[config.mk]
export PLATFORM = sky130hd
export DESIGN_NAME = cond_branch_unit
export DESIGN_NICKNAME = d
export VERILOG_FILES = /design/src/rtl/cond_branch_unit_pkg.sv /design/src/rtl/cond_branch_unit_cond_eval.sv /design/src/rtl/cond_branch_unit.sv
export SDC_FILE = /design/constraint.sdc
export NUM_CORES = 1
export LEC_CHECK = 0
export ABC_AREA = 0
export BUFFER_PORTS_ARGS = -buffer_cell sky130_fd_sc_hd__buf_4
export CAP_MARGIN = 20
export CORE_ASPECT_RATIO = 0.7
export CORE_MARGIN = 5
export CORE_UTILIZATION = 50
export DETAILED_ROUTE_END_ITERATION = 10
export GPL_ROUTABILITY_DRIVEN = 0
export PLACE_DENSITY = 0.85
export SLEW_MARGIN = 25
export SYNTH_ARGS = -nofsm -noshare
export SYNTH_HDL_FRONTEND = slang
export SYNTH_SLANG_ARGS = --single-unit
[constraint.sdc]
create_clock -name clk -period 4.45 [get_ports clk]
set_clock_uncertainty 0.2 [all_clocks]
set_input_delay 0.2225 -clock clk [delete_from_list [all_inputs] [get_ports clk]]
set_output_delay 0.2225 -clock clk [all_outputs]
set_load 0.05 [all_outputs]
[src/rtl/cond_branch_unit_pkg.sv]
// Shared definitions for the conditional branch unit and its condition decoder:
// condition codes, flag bit positions, FSM state encoding and the debug struct.
package cond_branch_unit_pkg;

  localparam int PC_W_DEFAULT = 16;

  // Condition codes carried by br_cond
  localparam logic [2:0] COND_AL = 3'b000;  // always
  localparam logic [2:0] COND_EQ = 3'b001;
  localparam logic [2:0] COND_NE = 3'b010;
  localparam logic [2:0] COND_GE = 3'b011;
  localparam logic [2:0] COND_LT = 3'b100;
  localparam logic [2:0] COND_GT = 3'b101;  // ge & ne
  localparam logic [2:0] COND_LE = 3'b110;  // lt | eq
  localparam logic [2:0] COND_NV = 3'b111;  // never

  // Bit positions inside the 4-bit comparator flag vector
  localparam int FLAG_EQ = 3;
  localparam int FLAG_NE = 2;
  localparam int FLAG_GE = 1;
  localparam int FLAG_LT = 0;

  // Branch FSM states
  localparam logic [1:0] ST_IDLE = 2'd0;
  localparam logic [1:0] ST_WAIT = 2'd1;
  localparam logic [1:0] ST_DONE = 2'd2;

  // Internal state made visible for checkers and debug
  typedef struct packed {
    logic [1:0] state;
    logic       flags_ok;
  } cbu_dbg_t;

  // AL and NV resolve without looking at the flags
  function automatic logic cond_needs_flags(input logic [2:0] cond);
    return !((cond == COND_AL) || (cond == COND_NV));
  endfunction

endpackage

[src/rtl/cond_branch_unit_cond_eval.sv]
// Combinational condition decoder: comparator flags + condition code -> taken.
// Shared with the instruction decoder, so it carries no state.
module cond_eval
  import cond_branch_unit_pkg::*;
(
  input  logic [3:0] flags,
  input  logic [2:0] cond,
  output logic       taken
);

  // Map each condition code onto the flag bits it depends on
  always_comb begin
    taken = 1'b0;
    case (cond)
      COND_AL: taken = 1'b1;
      COND_EQ: taken = flags[FLAG_EQ];
      COND_NE: taken = flags[FLAG_NE];
      COND_GE: taken = flags[FLAG_GE];
      COND_LT: taken = flags[FLAG_LT];
      COND_GT: taken = flags[FLAG_GE] & flags[FLAG_NE];
      COND_LE: taken = flags[FLAG_LT] | flags[FLAG_EQ];
      COND_NV: taken = 1'b0;
      default: taken = 1'b0;
    endcase
  end

endmodule

[src/rtl/cond_branch_unit.sv]
// Conditional branch resolution: holds the latest comparator flags, accepts a
// branch request, waits for fresh flags when needed and presents taken/pc_next
// to fetch.
//
// Handshakes: a transfer happens on a rising edge where valid && ready are both
// high. br_ready depends only on internal state (high in IDLE); res_valid is high
// in DONE and taken/pc_next stay frozen until res_ready is sampled high. The
// producer must hold its payload while valid is high and not yet accepted.
module cond_branch_unit
  import cond_branch_unit_pkg::*;
#(
  parameter int PC_W = PC_W_DEFAULT
) (
  input  logic            clk,
  input  logic            rst_n,
  input  logic [3:0]      flags_in,
  input  logic            flags_we,
  input  logic            cmp_start,
  input  logic            br_valid,
  output logic            br_ready,
  input  logic [2:0]      br_cond,
  input  logic [PC_W-1:0] br_offset,
  input  logic [PC_W-1:0] pc_in,
  output logic            res_valid,
  input  logic            res_ready,
  output logic            taken,
  output logic [PC_W-1:0] pc_next,
  output logic [3:0]      flags_q,
  output cbu_dbg_t        dbg
);

  logic [1:0]      state;
  logic            flags_ok;
  logic [2:0]      cond_r;
  logic [PC_W-1:0] off_r;
  logic [PC_W-1:0] pc_r;

  logic            bypass;
  logic            flags_avail;
  logic [3:0]      eff_flags;
  logic            accept;
  logic            resolve_now;
  logic            resolve_wait;

  logic [2:0]      eval_cond;
  logic [3:0]      eval_flags;
  logic [PC_W-1:0] eval_pc;
  logic [PC_W-1:0] eval_off;
  logic            eval_taken;
  logic [PC_W-1:0] eval_pc_next;

  // Flag availability: fresh flags this cycle bypass the register; a cmp_start
  // makes the stored flags stale immediately, even in the cycle it arrives.
  always_comb begin
    bypass      = flags_we & ~cmp_start;
    flags_avail = bypass | (flags_ok & ~cmp_start);
    eff_flags   = bypass ? flags_in : flags_q;
  end

  // Handshake and resolve decisions
  always_comb begin
    br_ready     = (state == ST_IDLE);
    res_valid    = (state == ST_DONE);
    accept       = br_ready & br_valid;
    resolve_now  = accept & (~cond_needs_flags(br_cond) | flags_avail);
    resolve_wait = (state == ST_WAIT) & bypass;
  end

  // Evaluate either the incoming request (IDLE) or the parked one (WAIT)
  always_comb begin
    if (state == ST_IDLE) begin
      eval_cond  = br_cond;
      eval_flags = eff_flags;
      eval_pc    = pc_in;
      eval_off   = br_offset;
    end else begin
      eval_cond  = cond_r;
      eval_flags = flags_in;
      eval_pc    = pc_r;
      eval_off   = off_r;
    end
  end

  cond_eval u_cond_eval (
    .flags (eval_flags),
    .cond  (eval_cond),
    .taken (eval_taken)
  );

  // Target arithmetic wraps modulo 2^PC_W
  always_comb begin
    eval_pc_next = eval_taken ? (eval_pc + eval_off) : (eval_pc + PC_W'(1));
  end

  // Flag register and its freshness bit
  always_ff @(posedge clk or negedge rst_n) begin
    if (!rst_n) begin
      flags_q  <= 4'b0000;
      flags_ok <= 1'b0;
    end else begin
      if (flags_we) begin
        flags_q <= flags_in;
      end
      if (bypass) begin
        flags_ok <= 1'b1;
      end else if (cmp_start) begin
        flags_ok <= 1'b0;
      end
    end
  end

  // Branch FSM: IDLE -> (WAIT) -> DONE -> IDLE
  always_ff @(posedge clk or negedge rst_n) begin
    if (!rst_n) begin
      state <= ST_IDLE;
    end else begin
      case (state)
        ST_IDLE: begin
          if (resolve_now) begin
            state <= ST_DONE;
          end else if (accept) begin
            state <= ST_WAIT;
          end
        end
        ST_WAIT: begin
          if (resolve_wait) begin
            state <= ST_DONE;
          end
        end
        ST_DONE: begin
          if (res_ready) begin
            state <= ST_IDLE;
          end
        end
        default: state <= ST_IDLE;
      endcase
    end
  end

  // Capture the request on accept so later input changes are ignored
  always_ff @(posedge clk or negedge rst_n) begin
    if (!rst_n) begin
      cond_r <= COND_AL;
      off_r  <= '0;
      pc_r   <= '0;
    end else if (accept) begin
      cond_r <= br_cond;
      off_r  <= br_offset;
      pc_r   <= pc_in;
    end
  end

  // Result registers, written only when a branch resolves and held in DONE
  always_ff @(posedge clk or negedge rst_n) begin
    if (!rst_n) begin
      taken   <= 1'b0;
      pc_next <= '0;
    end else if (resolve_now || resolve_wait) begin
      taken   <= eval_taken;
      pc_next <= eval_pc_next;
    end
  end

  // Debug view of internal state
  always_comb begin
    dbg.state    = state;
    dbg.flags_ok = flags_ok;
  end

endmodule

[Word level (Yosys, flattened, before mapping)]
Index checks and enable logic that the tools add are counted.
Storage, ports and cells
  bits of input ports: 45
  output and inout port bits: 26
  bits in registers: 59
  logic and storage cells: 54
Operators by class
  reduce and logical (&&, ||, !) cells: 7
  add/subtract/negate cells: 2
  bitwise gates (word level): 10
  equal/unequal tests: 13
  muxes and demuxes: 14
Operators by type and width (count)
  $mux W16: 3
  $add A16 B1 Y16 const B: 1
  $add A16 B16 Y16: 1
  $eq A3 B3 Y1 const B: 5
  $mux W2: 4
  $mux W4: 2
  $pmux W1 S8: 1
  $and A1 B1 Y1: 6
  $eq A3 B2 Y1 const B: 2
  $logic_not A3 Y1: 2
  $pmux W2 S3: 1
  $eq A3 B1 Y1 const B: 1
  $mux W3: 1
  $ne A3 B1 Y1 const B: 1
  $or A1 B1 Y1: 3
  $reduce_and A3 Y1: 1
  $eq A2 B1 Y1 const B: 1
  $eq A2 B2 Y1 const B: 1
  $logic_not A2 Y1: 1
  $logic_or A1 B1 Y1: 2
  $mux W1: 2
  $ne A2 B1 Y1 const B: 1
  $ne A2 B2 Y1 const B: 1
  $reduce_bool A2 Y1: 1
  $not A1 Y1: 1

[Depth between registers and ports, before layout]
Gate-level depths: netlist of the first run.
  depth in word-level cells: 7
  depth in mapped cells: 19
  mapped depth without buffers: 18

[Cells and area by module]
From an unflattened synthesis of the first run, not the netlist that was laid out.
Unflattened totals
  cell total of the unflattened synthesis: 398
  area total of the unflattened synthesis: 3653.5 um2
By module, submodules not included
  cond_branch_unit: cells an instance 388, seq. area each 1476.4 um2, area an instance 3585.9 um2, times used 1
  cond_eval: cells an instance 10, seq. area each 0.0 um2, area an instance 67.6 um2, times used 1

[Worst setup path before layout of the first run]
Ideal clock, no wire load.
  path type: register to register
  start point: reg state[1]
  end point: reg pc_next[15]
  setup slack: 0.037 ns
  buffers on the path: 2
  data arrival time: 4.087 ns
  required time: 4.124 ns
  period minus slack after synthesis: 4.413 ns
  library setup time: 0.126 ns
  stages on the path, launching flop included: 17
  cell sequence: dfrtp_1 > or2_4 > buf_6 > mux2i_2 > a211oi_1 > o22ai_2 > a21oi_1 > buf_2 > a21oi_1 > ha_1 > a2111oi_1 > nor3_1 > a2111oi_2 > o41ai_2 > a31oi_1 > nor2_1 > a221o_1
Between the ends
  longest elaborated chain between the ends: 5
  elaborated cells between the ends (all ways): 24
  classes of those cells: 2 x add/sub; 8 x eq/ne; 6 x mux; 5 x bitwise; 3 x reduce/logical
Ends and longest elaborated chain
  start: declaration: line cond_branch_unit.sv:32  | logic [1:0] state;
  start signal: assignment: line cond_branch_unit.sv:115  | state <= ST_IDLE;
  start signal: assignment: line cond_branch_unit.sv:120  | state <= ST_DONE;
  start signal: assignment: line cond_branch_unit.sv:122  | state <= ST_WAIT;
  branches (longest 5 deep; another with $add A16 B1 Y16)
  end signal: assignment: line cond_branch_unit.sv:160  | pc_next <= eval_pc_next;
  end: declaration: line cond_branch_unit.sv:27  | output logic [PC_W-1:0] pc_next,
Parallel ways; which one is timed is not known.
A chain may end at the register's enable or synchronous reset.

[Worst setup path in the final report of the first run]
Same ends and word-level chain as after synthesis.

==> metrics.txt, run 1 <==
Die H=81.29 microns; max_slew headroom=0.4349; Die X-Extent=111.8 microns; Clk Latency, worst-skew pair=0.35 ns; post-synthesis mux area share=0.1496; worst r2r src=state[1]; Antenna diodes=0; Vias=3599; sequential area share after synthesis=0.4068; crit path max fanout=9; final instance area=5192 sq um; CTS clk-pin slew, worst paths=0.07 ns; initial DRC count=350; first-pass GRT wire length=16.39 mm; dpl hpwl=6.562 mm; Critical Path AT=4.44 ns; r2r setup slk=0.04 ns; dpl cell area=4245 sq um; ys async rst share=1.000; nature of the critical path endpoint=flop; Initial Utilization=0.5049; Vias/cell=5.814; CP required=4.48 ns; Synth Area in Compound Gates=0.1496; fillcell total=507; TritonCTS clock tree=built; post-synth top area share=0.4068; grt ovf=0; I/O pin total=71; largest family of logic cells by synthesized area=simple AND/OR/NAND/NOR gates; largest net degree at the start of global routing=60; Final Non-Filler Cells=619; crit path launch=state[1]; DRC Markers=0; min Tclk post-route=4.405 ns; drt pass-1 iters=6; Max clock buf depth=2; ys flop type=dfrtp_1; hold slack=0.2797 ns; Mapped Area=3630 sq um; Worst Hold Class=input port to async pin; layout cells sized above 1=0.3493; cell taking the most area after synthesis=dfrtp_1; Worst Slack Setup Final=0.04494 ns; total of flip-flops plus latches after synthesis=59; Core Box Area=7189 sq um; adder-cell share of the synthesized area=0.05722; WL final=11.30 mm; FMAX=227.0 MHz; Post-synth EDFFs=0; synthesized area per cell=9.403 sq um; outcome=finished, final reports clean; fin. max-slew vios=0; XOR/XNOR Fraction of Synth Area=0.02413; initial antenna violation count=0; post-DR wirelength/cell=18.26 microns; CTS buffer count=9; antenna-violating nets left=0; clk sinks=59; Total Die Area=9091 sq um; Unique masters post-synth=56; Nets=577; Synth Warn #=0; top post-synthesis cells by area=dfrtp_1 41%, mux2_2 13%, nand2_1 9.6%; gr usage total=0.2292; CP Launch Type=flop; Post-Syn Nets=447; Root Buffer=clkbuf_8; Crit Path Category=flop to flop; via count of the first global-routing pass=3350; port buffer count=70; worst-margin pin slew=0.8455 ns; placed insts=543; endpoints failing hold=0; Post-Synthesis Cells=386; H-tree levels=3; most frequent cell after synthesis=nand2_1; num rows=26; Synth top cells by count=93 x nand2_1, 59 x dfrtp_1, 42 x mux2_2, 24 x a21oi_1, 19 x o21ai_0; period utilization=0.9899; simple logic cell fraction of the synthesized area=0.1799; final setup fails=0; pre-CTS setup slack=-0.05416 ns; Area Growth Syn to Fin=43.05%; Max-Cap Viols=0
## critical path: stages, from the launching register on
cell and delay [ns]:
dfrtp_2 0.43, or2_4 0.31, buf_4 0.15, mux2_4 0.22
o21ai_2 0.08, o32ai_4 0.36, a21oi_2 0.08, buf_4 0.19
a21oi_1 0.16, ha_2 0.36, a2111oi_1 0.40, nor3_1 0.15
a2111oi_4 0.34, o41ai_2 0.12, a31oi_1 0.26, nor2_1 0.09
a221o_1 0.36
## final cells by class
type | instances | area (sq um) | area share
repair buffers | 135 | 1144 | 0.2202
multi-input cells | 302 | 2186 | 0.4210
clock buffers | 12 | 155.1 | 0.02988
clock inverters | 4 | 72.57 | 0.01398
flip-flops and latches | 59 | 1479 | 0.2848
well taps | 98 | 122.6 | 0.02361
inverters | 9 | 33.78 | 0.006506
## per-stage QoR
stage | setup TNS (ns) | util
global route | -0.2387 | 0.7222
CTS | -0.005912 | 0.6902
detailed placement | -0.08953 | 0.5905
global placement | 0 | 0.5905
finish | 0 | 0.7222
floorplan | 0 | -
## path summary, 6_finish.rpt
kind                          endpoint  depth (start not counted)
hold reg to reg                  taken                          2
hold / removal               off_r[13]                          2
setup reg to reg           pc_next[15]                         16
setup / recovery           pc_next[15]                         16
max in group asynchronous     state[0]                          2
min in group clk                 taken                          2
## per-layer routing
metal  part of all wire  vias up  global-route usage
li1                   -     1614                   -
met1               0.40     1723              0.2960
met2               0.47      210              0.3726
met3              0.082       52             0.04914
met4              0.044        0              0.1081
met5                  0        -                   0
## layout by cell type (no fill, tap or decap), types with 7 or more instances in the layout
cell / instances
a21o_1: 7
a21oi_1: 22
buf_4: 87
clkbuf_8: 11
dfrtp_1: 57
dlygate4sd3_1: 47
ha_1: 13
inv_1: 8
mux2_2: 42
nand2_1: 92
nor2_1: 11
nor3_1: 7
o21ai_0: 17
## kinds of logic (layout without fill, tap and decap cells)
family | after synthesis | count (layout)
DFF | 59 | 59
buffers and inverters | 27 | 160
muxes | 48 | 48
adders and majority gates | 16 | 16
xor gates and xnor gates | 10 | 10
AOI/OAI and AO/OA | 80 | 80
and+or+nand+nor | 146 | 148
## timing repair
item | 4_1_cts | 5_1_grt
endpoints found under the setup margin | 2 | 6
gates cloned | 1 | 1
setup buffers | 0 | 11
gates resized for setup | 4 | 28
hold buffers | 47 | 0
pin swaps | 1 | 8
hold endpoints to repair | 100 | 0
## sequential cells by signal, indices dropped and copies added (netlist names)
signal	count
pc_next	16
state	2
taken	1
off_r	16
pc_r	16
flags_q	4
cond_r	3
flags_ok	1
Power of run 1 is not shown: default switching activity piles up to over one toggle a cycle in this logic, so the estimate is an artifact.
==> inputs of run 2 (changes only) <==
--- a/config.mk
+++ b/config.mk
@@ -9,7 +9,7 @@
 export BUFFER_PORTS_ARGS = -buffer_cell sky130_fd_sc_hd__buf_4
 export CAP_MARGIN = 20
 export CORE_ASPECT_RATIO = 0.7
-export CORE_MARGIN = 5
+export CORE_MARGIN = 4
 export CORE_UTILIZATION = 50
 export DETAILED_ROUTE_END_ITERATION = 10
 export GPL_ROUTABILITY_DRIVEN = 0
==> constraint.sdc (replaced) <==
create_clock -name clk -period 4.45 [get_ports clk]
set_clock_uncertainty 0.2 [all_clocks]
set_input_delay 0.445 -clock clk [delete_from_list [all_inputs] [get_ports clk]]
set_output_delay 0.445 -clock clk [all_outputs]
set_load 0.05 [all_outputs]
==> run 2 against run 1 <==
Effect of this change:
- wire length down 14%
- cell count shrank 8.7%
- via count shrank 11%
- critical path depth is 1 higher
- register-to-register slack barely moved
- count of clock-buffer cells in the layout down 2
- worst hold slack worse by 0.21 ns
==> metrics.txt, run 2 (synthesized netlist as in run 1, its figures left out) <==
antenna-violating nets left=0 (unchanged); commonest non-fill, non-tap cell in the layout=nand2_1; crit path max fanout=9 (unchanged); Die X-Extent=109.8 microns (-1.8%); Max-Cap Viols=0 (unchanged); Vias/cell=5.664 (-2.6%); Die H=79.29 microns (-2.5%); commonest non-fill, non-tap cells in the layout=93 x nand2_1, 85 x buf_4, 59 x dfrtp_1; I/O pin total=71 (unchanged); crit path max-delay cell type=dfrtp_1; Total Die Area=8708 sq um (-4.2%); H-tree levels=3 (unchanged); CTS buffer count=9 (unchanged); Vias=3200 (-11%); biggest regs=off_r (16), pc_next (16), pc_r (16); Worst Hold Class=input port to flop; crit-path cells=or2_4 > buf_4 > mux2_4 > o21ai_2 > o32ai_4 > a21oi_2 > buf_4 > a21oi_1 > ha_4 > a2111oi_2 > o21ai_1 > a2111oi_4 > o41ai_4 > a31oi_2 > nand2b_1 > a211oi_1 > a221o_1; r2r setup slk=0.06 ns (about the same); Max clock buf depth=2 (unchanged); endpoints failing hold=0 (unchanged); fin. max-slew vios=0 (unchanged); grt ovf=0 (unchanged); TritonCTS clock tree=built; Final Non-Filler Cells=565 (-8.7%); DRC Markers=0 (unchanged); largest net degree at the start of global routing=60 (unchanged); period utilization=0.9874 (-0.002481); first-pass GRT wire length=15.01 mm (-8.4%); Multi-input gate area=2187 sq um (about the same); Core Box Area=6913 sq um (-3.8%); layout cells sized above 1=0.3631 (+0.01373); CTS clk-pin slew, worst paths=0.07 ns (about the same); dpl hpwl=6.824 mm (+4.0%); Crit Path Category=flop to flop; placed insts=540 (-0.55%); num rows=25 (-3.8%); via count of the first global-routing pass=3029 (-9.6%); Initial Utilization=0.5251 (+0.02019); Area Growth Syn to Fin=27.37%; CP required=4.55 ns (+0.07 ns); clk sinks=59 (unchanged); max_slew headroom=0.4529 (+0.01793); fillcell total=535 (+5.5%); WL final=9.727 mm (-14%); Clk Latency, worst-skew pair=0.35 ns (about the same); nature of the critical path endpoint=flop; gr usage total=0.2236 (-0.005591); port buffer count=70 (unchanged); CP max stage delay=0.42 ns (about the same); CP most frequent cell=buf_4; CP delay by family, top=compound AO/OA/AOI/OAI gates; hold slack=0.07072 ns (-0.2090 ns); post-DR wirelength/cell=17.22 microns (-5.7%); Storage cell area=1476 sq um (-0.17%); initial antenna violation count=0 (unchanged); Critical Path AT=4.49 ns (+0.05 ns); CP bufs+invs=2 (unchanged); drt pass-1 iters=4 (-2); RSZ-0062 raised after global routing=true; Antenna diodes=0 (unchanged); outcome=finished, final reports clean; FMAX=227.6 MHz (+0.25%); worst-margin pin slew=0.8187 ns (-0.02683 ns); CP Launch Type=flop; final setup fails=0 (unchanged); Nets=527 (-8.7%); Root Buffer=clkbuf_8; min Tclk post-route=4.394 ns (-0.01104 ns); initial DRC count=180 (-49%)
==> run 2: cell types whose count changed in the layout (fill, tap and decap cells not counted), sizes merged <==
cell,previous run,this run
or2,6,5
bufinv,2,0
dlygate4sd3,47,1
clkbuf,12,10
buf,88,85
clkinv,1,5
==> run 2: worst paths after layout <==
path                       startpoint     endpoint  cells past startpoint
max in group asynchronous       rst_n   pc_next[9]                      2
min reg2reg                pc_next[2]   pc_next[2]                      2
max                          state[1]  pc_next[15]                     17
min                         cmp_start     flags_ok                      2
max reg2reg                  state[1]  pc_next[15]                     17
min in group asynchronous       rst_n     pc_r[14]                      2
==> run 2: area by class of cell <==
class                           instances  area share
Multi-Input combinational cell        301      0.4731
Sequential cell                        59      0.3194
Timing Repair Buffer                   86      0.1402
Clock buffer                           10     0.02760
Tap cell                               94     0.02544
Inverter                                9    0.007307
Clock inverter                          6    0.007037
==> run 2: through the flow <==
stage,utilization,cell area [sq um],TNS (ns),setup WS (ns)
4_1_cts,0.6440,4452,0,0.02477
2_1_floorplan,-,3630,0,0.03660
3_3_place_gp,0.6145,4248,0,0.2007
3_5_place_dp,0.6145,4248,-0.04416,-0.03659
6_report,0.6688,4623,0,0.05599
5_1_grt,0.6688,4623,-0.2476,-0.1334
==> run 2: worst reg2reg max path, stage by stage (launching register included) <==
cell	delay [ns]
dfrtp_1	0.42
or2_4	0.29
buf_4	0.19
mux2_4	0.23
o21ai_2	0.07
o32ai_4	0.38
a21oi_2	0.09
buf_4	0.20
a21oi_1	0.22
ha_4	0.27
a2111oi_2	0.30
o21ai_1	0.19
a2111oi_4	0.41
o41ai_4	0.14
a31oi_2	0.23
nand2b_1	0.09
a211oi_1	0.26
a221o_1	0.15
==> run 2: timing repair <==
| item | in CTS | in global routing |
|---|---|---|
| endpoints found under the setup margin | 2 | 3 |
| setup buffers | 0 | 7 |
| pin swaps | 2 | 6 |
| hold buffers | 1 | 0 |
| resized for setup | 7 | 17 |
| gates cloned | 0 | 1 |
| hold endpoints to repair | 54 | 0 |
==> run 2: layer usage <==
layer	track usage	vias to the layer above	part of all wire
met5	0	-	0
met4	0.05604	0	0.016
met3	0.07717	18	0.079
met2	0.3420	116	0.48
met1	0.3035	1547	0.43
li1	-	1519	-
Power of run 2 is left out for the same reason.
